`src/rtl/out_port_arbiter.sv`:
```
// Round-robin scheduler for one router output link: locks the link to one input FIFO for a
// whole PKT_LEN-flit packet, strobes its reads and forwards the flits one cycle later.
module out_port_arbiter #(
  parameter int PKT_LEN = 4,
  parameter int DW      = 8
) (
  input  logic          clk,
  input  logic          rst,
  input  logic [4:0]    req,
  input  logic [5*DW-1:0] data_in,
  input  logic          out_ready,
  output logic [4:0]    rd,
  output logic [4:0]    grant,
  output logic [DW-1:0] data_out,
  output logic          valid_out,
  output logic          busy
);

  typedef enum logic {IDLE, XFER} state_t;

  localparam logic [2:0] LAST_CNT = 3'(PKT_LEN - 1);

  state_t        state;
  logic [2:0]    g;
  logic [2:0]    last;
  logic [2:0]    sel_q;
  logic [2:0]    cnt;
  logic [2:0]    pick;
  logic [2:0]    idx;
  logic          found;
  logic [DW-1:0] lane [5];

  // Scan starts just past the previous winner so every input waits at most four packets.
  always_comb begin
    pick  = 3'd0;
    found = 1'b0;
    idx   = 3'd0;
    for (int k = 1; k <= 5; k++) begin
      idx = 3'((int'(last) + k) % 5);
      if (!found && req[idx]) begin
        found = 1'b1;
        pick  = idx;
      end
    end
  end

  // Reads are suppressed while reset is asserted so an aborted packet never pops a FIFO.
  always_comb begin
    rd = '0;
    if (state == XFER && !rst && out_ready && req[g])
      rd[g] = 1'b1;
  end

  always_comb begin
    for (int i = 0; i < 5; i++)
      lane[i] = data_in[i*DW +: DW];
  end

  assign data_out = valid_out ? lane[sel_q] : '0;
  assign busy     = (state == XFER);

  always_ff @(posedge clk) begin
    if (rst) begin
      state     <= IDLE;
      grant     <= '0;
      g         <= 3'd0;
      cnt       <= 3'd0;
      last      <= 3'd4;
      sel_q     <= 3'd0;
      valid_out <= 1'b0;
    end else begin
      valid_out <= |rd;
      if (|rd)
        sel_q <= g;
      case (state)
        IDLE: begin
          if (|req) begin
            g     <= pick;
            grant <= 5'b00001 << pick;
            cnt   <= 3'd0;
            state <= XFER;
          end
        end
        XFER: begin
          if (|rd) begin
            if (cnt == LAST_CNT) begin
              last  <= g;
              grant <= '0;
              cnt   <= 3'd0;
              state <= IDLE;
            end else begin
              cnt <= cnt + 3'd1;
            end
          end
        end
        default: state <= IDLE;
      endcase
    end
  end

endmodule

```
`config.mk`:
```
export PLATFORM = sky130hd
export DESIGN_NAME = out_port_arbiter
export DESIGN_NICKNAME = d
export VERILOG_FILES = /design/src/rtl/out_port_arbiter.sv
export SDC_FILE = /design/constraint.sdc
export NUM_CORES = 1
export LEC_CHECK = 0
export CAP_MARGIN = 40
export CORE_UTILIZATION = 35
export DETAILED_ROUTE_END_ITERATION = 6
export SLEW_MARGIN = 20
export SYNTH_ARGS = -nofsm -noshare
export SYNTH_HDL_FRONTEND = slang
export SYNTH_SLANG_ARGS = --single-unit
```
`constraint.sdc`:
```
create_clock -name clk -period 5 [get_ports clk]
set_input_delay 0.5 -clock clk [delete_from_list [all_inputs] [get_ports clk]]
set_output_delay 0.5 -clock clk [all_outputs]
set_load 0.01 [all_outputs]
```
==> impl_metrics.tcl <==
set metrics [dict create \
    clk_latency_ns 0.26 \
    regArea_um2 380 \
    die-area_um2 9290 \
    crit_start "last[1]" \
    vias_per_cell 5.82 \
    wl_per_cell_um 16.4 \
    cts_root_buffer "clkbuf_8" \
    slew-limit-headroom 0.581 \
    antenna_left 0 \
    coreArea_um2 8680 \
    synth.distinct_cells 81 \
    preCtsSetupSlack_ns 0.419 \
    drt_iter0_drc 223 \
    post_dp_cell_area_um2 3890 \
    r2r_setup_slack_ns 0.36 \
    multi_input_area_um2 2530 \
    tns_ns 0 \
    vias 3250 \
    ys_async_sr_fraction 0 \
    fmax_mhz 215 \
    worstPathArrival_ns 4.80 \
    synth_area_um2 3120 \
    die_h_um 96.4 \
    synth_area_leader_cell "dfxtp_1" \
    num_antenna_cells 0 \
    dpl.hpwl_um 7150 \
    io_buffer_count 67 \
    final_cells 558 \
    antenna_found_initial 0 \
    gp_congestion 0.850 \
    std_cell_rows 34 \
    die_w_um 96.4 \
    postSynthCellCount 395 \
    hold_viol 0 \
    fin_skew_ns 0.00142 \
    synth.area.top_cells "dfxtp_1 (12%), ha_1 (11%), mux4_2 (7.9%)" \
    ir_drop_mv 0.137 \
    outcome "finished, violations left" \
    clock-sinks 19 \
    synth_common_cells "nand2_1 (36), ha_1 (27), nor2_1 (27)" \
    yosysSeqAreaShare 0.122 \
    grt_usage 0.194 \
    final-max-slew-violation-count 0 \
    fin_ws_ns 0.355 \
    r2r-start "last[1]" \
    p_leak_nw 1.54 \
    yosys_warnings 0 \
    cts.htree.levels 1 \
    p_per_area_nw_per_um2 93.7 \
    placedCellCount 554 \
    routed_wirelength_um 9160 \
    cts_made_buffers 3 \
    r2r-end "grant[0]" \
    design_area_um2 3930 \
    worstSetupPathType "register to register" \
    fillers 882 \
    violations "design-rule violations" \
    synth_top_flop_cell "dfxtp_1" \
    synth_edf_count 0 \
    areaGrowthSynthToFinish_pct 26.1 \
    cp.required_ns 5.15 \
    grt_overflow 0 \
    clkTransAtPathRegs_ns 0.07 \
    synth_top_area_share 0.122 \
    tightest_slew_ns 0.626 \
    setup_viol 0 \
    num_io_pins 68 \
    ys_ff_latch 19 \
    drcViolationCount 1 \
    path_max_fanout 8 \
    cap_violations 0 \
    grt_max_degree 20 \
    yosysMostFrequentCell "nand2_1" \
    syn_area_per_cell_um2 7.89 \
    clockBufferDepth 2 \
    syn-num-nets 471 \
    initial_core_util 0.359 \
    fin_nets 527 \
    finalCriticalPeriod_ns 4.64 \
    cts_tree "done" \
    crit_path_end "grant[0]" \
    hold_class "register to register" \
    grt_pass1_vias 2819 \
    start_kind "register" \
    grt_pass1_wl_um 14300 \
    firstDrtPassIters 6 \
    post-route-util 0.453 \
    finalCritPeriodShare 0.929 \
    end_kind "register" \
    layout-drive-gt1-share 0.116 \
    ff2ff_path_depth 17 \
    rsz0062_at_grt "no" \
]
[through the flow]
step                      power (mW)  hold slack [ns]
after floorplan                0.208            0.436
after global placement         0.262            0.447
after detailed placement       0.264            0.448
after CTS                      0.371            0.458
after global routing           0.387            0.497
final                          0.369            0.456
[timing repair]
item | in CTS | in global routing
setup buffers | 0 | 0
resized for setup | 0 | 1
hold buffers | 0 | 0
setup endpoints to repair | 0 | 5
[worst min-delay path by stage]
stage,start,end,cells past startpoint
6_report,grant[4],grant[4],2
5_1_grt,grant[2],grant[2],2
4_1_cts,grant[4],grant[4],2
3_5_place_dp,grant[4],grant[4],2
3_3_place_gp,grant[4],grant[4],2
2_1_floorplan,cnt[2],cnt[2],2
[registers in the layout, indices dropped and copies added, names as in the netlist]
name       flops
grant          5
cnt            3
g              3
last           3
sel_q          3
busy           1
valid_out      1
[cell type report]
type	instances	share of cell area
multi-input cells	327	0.644
repair buffers	79	0.193
flip-flops and latches	19	0.0967
well taps	108	0.0344
inverters	21	0.0200
clock buffers	3	0.0105
clock inverters	1	0.00127
[cell usage in the layout (no fill, tap or decap), types with 5 or more instances in the layout]
cell type / synthesis / routed
a211oi_1: 8 / 8
a21o_1: 7 / 7
a21oi_1: 22 / 22
a22oi_1: 10 / 10
a31oi_1: 5 / 5
and2_1: 5 / 5
and3_1: 7 / 7
buf_4: 1 / 11
clkdlybuf4s50_1: 0 / 67
dfxtp_1: 19 / 19
ha_1: 27 / 27
inv_1: 17 / 17
mux2_2: 5 / 5
mux2i_1: 8 / 8
mux4_2: 11 / 11
nand2_1: 36 / 36
nand2b_1: 5 / 5
nor2_1: 27 / 27
nor2b_1: 16 / 16
nor3_1: 18 / 18
nor4_1: 5 / 5
xnor2_1: 6 / 6
[per-layer routing]
metal  wire length [um]  global-route usage  share of wire  vias to the layer above
met4                 95              0.0221          0.010                        0
met3                630              0.0282          0.069                        9
met5                  0                   0              0                        -
met2               3980               0.296           0.43                       98
met1               4460               0.295           0.49                     1535
li1                   -                   -              -                     1608
[power breakdown]
group          internal, mW  total [mW]  switching (mW)
clock                0.0554       0.108          0.0529
sequential            0.155       0.159         0.00463
combinational        0.0619       0.101          0.0389
[logic make-up (layout without fill, tap and decap cells)]
kind of cell               count (synthesis)  count (layout)  share of synthesized area
buffers and inverters                     49             104                     0.0654
DFF                                       19              19                      0.122
muxes                                     24              24                      0.123
AOI/OAI and AO/OA                        114             114                      0.278
adders and majority gates                 28              28                      0.115
xor gates and xnor gates                   9               9                     0.0301
and+or+nand+nor                          152             152                      0.267
[worst max-delay path: stages (launching register included)]
cell and delay, ns:
dfxtp_1 0.50, ha_1 0.28, xnor2_2 0.14, inv_2 0.09, ha_1 0.24, or3_4 0.36
a2bb2oi_1 0.18, xnor2_1 0.21, ha_1 0.29, or2b_1 0.28, a311oi_1 0.46, nor3_1 0.11
a311o_1 0.37, o211a_1 0.14, and4b_4 0.22, a221oi_4 0.36, nor3_1 0.07, a32o_1 0.23
(Power assumes the default switching activity.)
